`src/rtl/lc3b_pc_unit.sv`:
```
// LC-3b program-counter stage: PC, condition codes, branch enable and a
// saturating taken-branch counter, all updated under control-FSM strobes.
module lc3b_pc_unit #(
    parameter logic [15:0] RESET_PC    = 16'h0000,
    parameter int          COUNT_WIDTH = 16
) (
    input  logic                   clk,
    input  logic                   reset_n,
    input  logic                   ld_pc,
    input  logic [1:0]             pcmux_sel,
    input  logic [15:0]            br_add_out,
    input  logic [15:0]            reg_target,
    input  logic [15:0]            mem_data,
    input  logic                   ld_cc,
    input  logic [15:0]            cc_src,
    input  logic                   ld_ben,
    input  logic [2:0]             ir_nzp,
    output logic [15:0]            pc_out,
    output logic [15:0]            pc_plus2,
    output logic [2:0]             cc_out,
    output logic                   ben,
    output logic [COUNT_WIDTH-1:0] taken_count
);

    typedef enum logic [1:0] {
        SEL_PLUS2  = 2'b00,
        SEL_BRADD  = 2'b01,
        SEL_REG    = 2'b10,
        SEL_MEM    = 2'b11
    } pcmux_e;

    logic [15:0] next_pc;
    logic [2:0]  next_cc;
    logic        branch_taken;

    assign pc_plus2 = pc_out + 16'd2;

    always_comb begin
        // NOTE: default first so every path assigns next_pc; no latch.
        next_pc = pc_plus2;
        case (pcmux_e'(pcmux_sel))
            SEL_PLUS2: next_pc = pc_plus2;
            SEL_BRADD: next_pc = br_add_out;
            SEL_REG:   next_pc = reg_target;
            SEL_MEM:   next_pc = mem_data;
            default:   next_pc = pc_plus2;
        endcase
        next_pc[0] = 1'b0;
    end

    // One-hot {n,z,p}: zero takes priority only when the sign bit is clear.
    always_comb begin
        next_cc = 3'b001;
        if (cc_src[15])
            next_cc = 3'b100;
        else if (cc_src == 16'h0000)
            next_cc = 3'b010;
    end

    assign branch_taken = ld_pc && (pcmux_sel == SEL_BRADD) && ben;

    // NOTE: non-blocking assignments so every register samples pre-edge
    // values; this is what lets BEN see the old CC when ld_cc fires too.
    always_ff @(posedge clk or negedge reset_n) begin
        if (!reset_n) begin
            pc_out      <= RESET_PC;
            cc_out      <= 3'b010;
            ben         <= 1'b0;
            taken_count <= '0;
        end else begin
            if (ld_pc)
                pc_out <= next_pc;
            if (ld_cc)
                cc_out <= next_cc;
            if (ld_ben)
                ben <= |(ir_nzp & cc_out);
            if (branch_taken && (taken_count != {COUNT_WIDTH{1'b1}}))
                taken_count <= taken_count + 1'b1;
        end
    end

endmodule

```
`config.mk`:
```
export PLATFORM = sky130hd
export DESIGN_NAME = lc3b_pc_unit
export DESIGN_NICKNAME = d
export VERILOG_FILES = /design/src/rtl/lc3b_pc_unit.sv
export SDC_FILE = /design/constraint.sdc
export NUM_CORES = 1
export LEC_CHECK = 0
export CORE_ASPECT_RATIO = 0.9
export CORE_UTILIZATION = 40
export DETAILED_ROUTE_END_ITERATION = 10
export PLACE_DENSITY_LB_ADDON = 0.12
export SLEW_MARGIN = 10
export SYNTH_ARGS = -nofsm -noshare
export SYNTH_HDL_FRONTEND = slang
export SYNTH_SLANG_ARGS = --single-unit
```
`constraint.sdc`:
```
create_clock -name clk -period 1.9 [get_ports clk]
set_input_delay 0.285 -clock clk [delete_from_list [all_inputs] [get_ports clk]]
set_output_delay 0.285 -clock clk [all_outputs]
set_load 0.02 [all_outputs]
```
==> results by group, run 1 <==
Critical path
  • Worst endpoint required time: 1.62 ns
  • WS Path Type: register to output pin
  • Crit-path max FO: 4
  • Slowest cell on crit path: or4_4
  • Arr. time, crit path: 1.65 ns
  • Crit. End Element: output pin
  • CP Cell Sequence: nand3_4, or4_4, xnor2_2, buf_4
  • Largest stage delay on the critical path: 0.55 ns
  • Worst setup SP type: register

Synth
  • Async SR Flop Fraction: 100%
  • Post-synthesis area per instance: 9.92 um^2
  • #FFs+latches synth: 35
  • EDFF count, synth: 0
  • Sequential area share after synthesis: 36.4%
  • Top FF cell, synth: dfrtp_1
  • Warnings, synthesis: 0
  • Cell count after synthesis: 243
  • Netlist cell types: 57
  • Cell Area, Synth: 2410 um^2

Global routing
  • GR peak layer: met2
  • GRT Residual Overflow: 0
  • Largest net degree at the start of global routing: 36
  • Met1 usage: 29.0%
  • Grt met3 use: 5.20%
  • First-pass GRT wire length: 11.7 mm
  • GRT Util Overall: 23.9%
  • Initial antenna violation count: 0
  • Met2 track demand over resource: 43.8%
  • Vias in the first global route: 2482

Timing
  • RSZ-0062 raised after global routing: yes
  • Final Max Slew Viols: 0
  • Final WS setup: -0.0321 ns
  • Hold slack: 0.0182 ns
  • Final setup fails: 1
  • Highest Clock Rate: 0.518 GHz
  • Final hold violation count: 0
  • Final worst-path cycle share: 102%
  • Clock Skews: 0.0105 ns
  • Min Clock Period, post-route: 1.93 ns

Clocking
  • Clk_lat worst skew: 0.29 ns
  • CTS hold repair buffers: 0
  • Max clock buf depth: 2
  • Clock tree sinks: 35
  • Num CTS Buffers: 5
  • Clk slew on worst S/H paths: 0.07 ns
  • H-tree Lvls: 2
  • TritonCTS clock tree: yes
  • Clk Tree Root Cell: clkbuf_8

Drt
  • Final wirelength: 7.49 mm
  • Detailed Route Iter0 Violations: 130
  • Post-route ant nets: 0
  • Routed wire per std cell: 15.2 um
  • Drt via density: 5.32
  • Via count: 2624
  • DR DRC count: 6
  • DR pass1 iterations: 7

Final layout
  • Antenna cells: 0
  • Multi-input logic area: 1550 um^2
  • Filler cell count: 427
  • Share of layout cells above drive strength 1: 29.6%
  • Register area: 880 um^2
  • Design area: 4260 um^2
  • Layout area overhead: 76.8%
  • Nets: 498

Power
  • Worst VDD drop: 339 uV
  • P_leak: 0.00188 uW
  • Pwr dens: 648 nW/um^2

Placement
  • Port Buffers: 120
  • Final GP Congestion: 0.879
  • Dpl hpwl: 5.91 mm
  • DP Area: 4070 um^2

Floorplan
  • Initial Util: 41.9%
  • Die height: 75.7 um
  • Core area: 5760 um^2
  • Core Rows: 26
  • Die area: 6340 um^2
  • Die Span X: 83.8 um
  • # IOs: 126

Worst hold path
  • Worst Hold Class: input port to async pin

Run
  • Max-cap viol count: 0

Run status
  • Failing checks: DRC, setup timing
  • Status: finished with violations
-- critical path: cells and delay by family, from the launching register on --
kind	cells	cell delay (ns)
flip-flops	1	0.40
AND/OR/NAND/NOR	2	0.66
XOR/XNOR	1	0.14
buffers and inverters	1	0.15
-- through the flow --
stage,util [%],TNS [ns],setup slack (ns),cells,total power [uW]
4_1_cts,72.4,-0.0636,-0.0426,488,2730
3_5_place_dp,70.7,-2.06,-0.238,478,2200
5_1_grt,74.0,-0.267,-0.0911,493,2910
6_report,74.0,-0.0321,-0.0321,493,2760
2_1_floorplan,-,0,0.0114,244,1500
3_3_place_gp,70.7,-1.63,-0.192,478,2180
-- Yosys cell counts (all sizes together), types with 2 or more instances --
master | number | area [um^2]
a221oi | 2 | 17.5
o21ai | 10 | 50.1
nand2b | 4 | 25.0
and3 | 3 | 18.8
a2bb2oi | 4 | 41.3
mux2 | 14 | 158
xor2 | 12 | 105
nor2 | 21 | 81.3
buf | 8 | 47.6
clkbuf | 2 | 7.51
o2bb2ai | 4 | 35.0
a22o | 2 | 17.5
nand3 | 15 | 92.6
mux2i | 10 | 100
or4 | 2 | 18.8
mux4 | 3 | 67.6
nor4 | 11 | 111
or2 | 2 | 12.5
inv | 6 | 22.5
a31oi | 5 | 31.3
and4 | 5 | 43.8
a21oi | 7 | 38.8
o221ai | 3 | 32.5
nand4 | 7 | 65.1
nor3 | 8 | 40.0
nor2b | 2 | 12.5
and2 | 2 | 12.5
xnor2 | 8 | 70.1
nand2 | 14 | 52.6
ha | 2 | 25.0
dfrtp | 34 | 851
-- where the power goes --
group          internal (uW)  switching (uW)  total [uW]
Clock                    256             280         536
Combinational            669             595        1260
Sequential               841             121         962
-- cells by family (layout without fill, tap and decap cells) --
logic type                 Yosys count  count (layout)  synth area share [%]
and+or+nand+nor                     98              98                  25.1
AOI/OAI and AO/OA                   43              43                  13.2
DFF                                 35              35                  36.4
muxes                               27              27                  13.5
xor gates and xnor gates            20              20                  7.27
buffers and inverters               17             196                  3.37
adders and majority gates            2               2                  1.04
other                                1               2                 0.156
-- registers in the layout, summed over array words and instances (netlist names) --
name	count
cc_out	3
taken_count	16
pc_out	15
ben	1
-- layout by cell type (no fill, tap or decap), types with 6 or more instances in the layout --
master,netlist,layout
mux2i_1,10,10
dfrtp_1,34,32
nor3_1,8,6
xor2_1,12,12
nor4_1,7,7
a21oi_1,6,6
nand2_1,14,13
buf_4,4,68
mux2_2,13,13
nor2_1,20,17
xnor2_1,8,6
inv_1,6,6
nand3_1,13,11
clkdlybuf4s50_1,0,103
o21ai_0,10,10
-- layer usage --
layer,part of all wire [%],vias up
li1,-,1268
met1,43,1257
met2,51,91
met3,5.7,8
met4,0.84,0
met5,0,-
-- final timing paths --
path                            slack, ns       startpoint  cells past startpoint               to
worst min-delay path                 0.02          reset_n                      2       pc_out[13]
min in group clk                     0.55  taken_count[11]                      1  taken_count[11]
worst min register to register       0.55  taken_count[11]                      1  taken_count[11]
max in group asynchronous            1.52          reset_n                      2        pc_out[1]
worst max register to register       0.19   taken_count[0]                      5  taken_count[14]
worst max-delay path                -0.03        pc_out[8]                      4     pc_plus2[12]
-- cell type report --
| class | count | share of cell area (%) |
|---|---|---|
| flip-flops and latches | 35 | 20.6 |
| clock buffers | 6 | 1.70 |
| inverters | 7 | 0.617 |
| multi-input cells | 192 | 36.4 |
| well taps | 70 | 2.06 |
| clock inverters | 2 | 0.294 |
| repair buffers | 181 | 38.3 |
-- repair_timing --
item                       4_1_cts  5_1_grt
buffers inserted                 2        5
setup endpoints to repair       14       13
hold endpoints to repair         0        0
pin swaps                        0        7
resized for setup               61       18
No activity file was read; power rests on OpenSTA's default activity.
==> inputs of run 2 (changes only) <==
--- a/config.mk
+++ b/config.mk
@@ -8,6 +8,7 @@
 export CORE_ASPECT_RATIO = 0.9
 export CORE_UTILIZATION = 40
 export DETAILED_ROUTE_END_ITERATION = 10
+export MAX_ROUTING_LAYER = met4
 export PLACE_DENSITY_LB_ADDON = 0.12
 export SLEW_MARGIN = 10
 export SYNTH_ARGS = -nofsm -noshare
==> run 2 against run 1 <==
  * The flow still finishes with violations (DRC, setup timing)
  * Non-clock buffer count unchanged
  * Clock power decreased by 0.7%
  * Final cell count did not move
  * Sequential cell count unchanged
  * Register-to-register slack is essentially flat
  * Global-route usage grew 0.76 points
  * Wire length increased by 0.11%
  * First-iteration DRC count decreased by 32%
  * Clock skew barely moved
  * Via count is 0.61% higher
  * Worst hold slack better by 0.0036 ns
  * Power fell by 0.16%
  * Highest routed layer unchanged
==> results by group, run 2 (synthesis gave the netlist of run 1 again) <==
Global routing
  • Initial antenna violation count: 0 (unchanged)
  • Vias in the first global route: 2485 (+0.12%)
  • GRT Util Overall: 24.6% (+0.76 points)
  • Largest net degree at the start of global routing: 36 (unchanged)
  • First-pass GRT wire length: 11.7 mm (about the same)
  • GRT Residual Overflow: 0 (unchanged)

Clocking
  • CTS hold repair buffers: 0 (unchanged)
  • H-tree Lvls: 2 (unchanged)
  • TritonCTS clock tree: yes
  • Clock tree sinks: 35 (unchanged)
  • Num CTS Buffers: 5 (unchanged)
  • Clk slew on worst S/H paths: 0.07 ns (about the same)
  • Clk Tree Root Cell: clkbuf_8
  • Clk_lat worst skew: 0.29 ns (about the same)
  • Max clock buf depth: 2 (unchanged)

Timing
  • Highest Clock Rate: 0.519 GHz (+0.20%)
  • Hold slack: 0.0218 ns (+0.00361 ns)
  • Final Max Slew Viols: 0 (unchanged)
  • Min Clock Period, post-route: 1.93 ns (-0.00380 ns)
  • Final WS setup: -0.0283 ns (+0.00380 ns)
  • Final hold violation count: 0 (unchanged)
  • RSZ-0062 raised after global routing: yes
  • Final worst-path cycle share: 101% (-0.20 points)
  • Clock Skews: 0.0109 ns (+0.000388 ns)
  • Final setup fails: 1 (unchanged)

Run
  • Max-cap viol count: 0 (unchanged)

Critical path
  • CP Cell Sequence: nand3_4, or4_4, xnor2_2, buf_4
  • Largest stage delay on the critical path: 0.55 ns (about the same)
  • R2R setup slack: 0.19 ns (about the same)
  • Arr. time, crit path: 1.64 ns (about the same)
  • Slowest cell on crit path: or4_4
  • Reg2reg start: taken_count[0]
  • Worst Reg2Reg Path Length in Cells: 5 (unchanged)
  • Crit-path max FO: 4 (unchanged)
  • Worst endpoint required time: 1.62 ns (about the same)
  • Worst setup SP type: register
  • R2R Path End: taken_count[14]
  • Crit. End Element: output pin
  • WS Path Type: register to output pin

Drt
  • Drt via density: 5.35 (+0.61%)
  • Detailed Route Iter0 Violations: 88 (-32%)
  • DR pass1 iterations: 7 (unchanged)
  • Routed wire per std cell: 15.2 um (+0.11%)
  • Via count: 2640 (+0.61%)
  • Final wirelength: 7.50 mm (+0.11%)
  • DR DRC count: 6 (unchanged)
  • Post-route ant nets: 0 (unchanged)

Final layout
  • Nets: 498 (unchanged)
  • Multi-input logic area: 1550 um^2 (unchanged)
  • Antenna cells: 0 (unchanged)
  • Most common cell after layout, fill and taps aside: clkdlybuf4s50_1
  • Layout Utilization: 74.0% (unchanged)
  • Filler cell count: 427 (unchanged)
  • Commonest non-fill, non-tap cells in the layout: clkdlybuf4s50_1, buf_4, dfrtp_1, nor2_1
  • Top reg by flops: taken_count
  • Share of layout cells above drive strength 1: 29.6% (unchanged)
  • Biggest regs: taken_count: 16 flops, pc_out: 15 flops, cc_out: 3 flops
  • Register area: 880 um^2 (unchanged)
  • Layout area overhead: 76.8% (unchanged)
  • Largest register FFs: 16 (unchanged)

Floorplan
  • Initial Util: 41.9% (unchanged)
  • Die area: 6340 um^2 (unchanged)
  • Core area: 5760 um^2 (unchanged)
  • Die height: 75.7 um (unchanged)
  • # IOs: 126 (unchanged)
  • Die Span X: 83.8 um (unchanged)
  • Core Rows: 26 (unchanged)

Power
  • Pwr dens: 647 nW/um^2 (-0.16%)
  • P_leak: 0.00188 uW (unchanged)
  • Worst VDD drop: 339 uV (+0.21%)

Worst hold path
  • Worst Hold Class: input port to async pin

Run status
  • Failing checks: DRC, setup timing
  • Status: finished with violations

Placement
  • Port Buffers: 120 (unchanged)
  • Final GP Congestion: 0.893 (+1.6%)
  • Dpl hpwl: 5.91 mm (unchanged)
==> run 2: cell counts in the layout (fill, tap and decap cells not counted) <==
No cell type changed its count.
==> run 2: worst max path at each step <==
stage / start / to / depth (start not counted)
after global placement: pc_out[2] / pc_plus2[13] / 5
after CTS: pc_out[9] / pc_plus2[12] / 4
after floorplan: pc_out[2] / pc_plus2[9] / 4
after detailed placement: pc_out[2] / pc_plus2[9] / 5
final: pc_out[8] / pc_plus2[12] / 4
after global routing: pc_out[8] / pc_plus2[12] / 4
==> run 2: stage by stage <==
step                      power, uW  TNS (ns)  setup WS (ns)  cell area (um^2)  cells
final                          2760   -0.0283        -0.0283              4260    493
after CTS                      2730   -0.0636        -0.0426              4170    488
after floorplan                1500         0         0.0114              2420    244
after global placement         2180     -1.63         -0.192              4070    478
after global routing           2900    -0.267        -0.0911              4260    493
after detailed placement       2200     -2.06         -0.238              4070    478
==> run 2: power by group <==
part	switching, uW	internal [uW]
Clock	275	256
Sequential	121	841
Combinational	595	669
==> run 2: cell type report <==
cell class                      instances  area share, %
Clock inverter                          2          0.294
Multi-Input combinational cell        192           36.4
Clock buffer                            6           1.70
Inverter                                7          0.617
Tap cell                               70           2.06
Timing Repair Buffer                  181           38.3
Sequential cell                        35           20.6
==> run 2: what timing repair did <==
item                                    CTS  global route
gates resized for setup                  61            18
pin swaps                                 0             7
buffers inserted                          2             5
endpoints found under the setup margin   14            13
endpoints found under the hold margin     0             0
==> run 2: critical path, delay by kind of cell (launching register included) <==
kind | cells | cell delay (ns)
DFF | 1 | 0.40
xor gates and xnor gates | 1 | 0.14
buffers and inverters | 1 | 0.15
and+or+nand+nor | 2 | 0.66
==> run 2: per-layer routing <==
metal  vias up  GRT usage, %  part of all wire, %
met2        87          43.9                   52
met3         6          4.77                  4.7
met1      1278          29.1                   43
met4         0          6.70                 0.79
met5         -             -                    0
li1       1269             -                    -
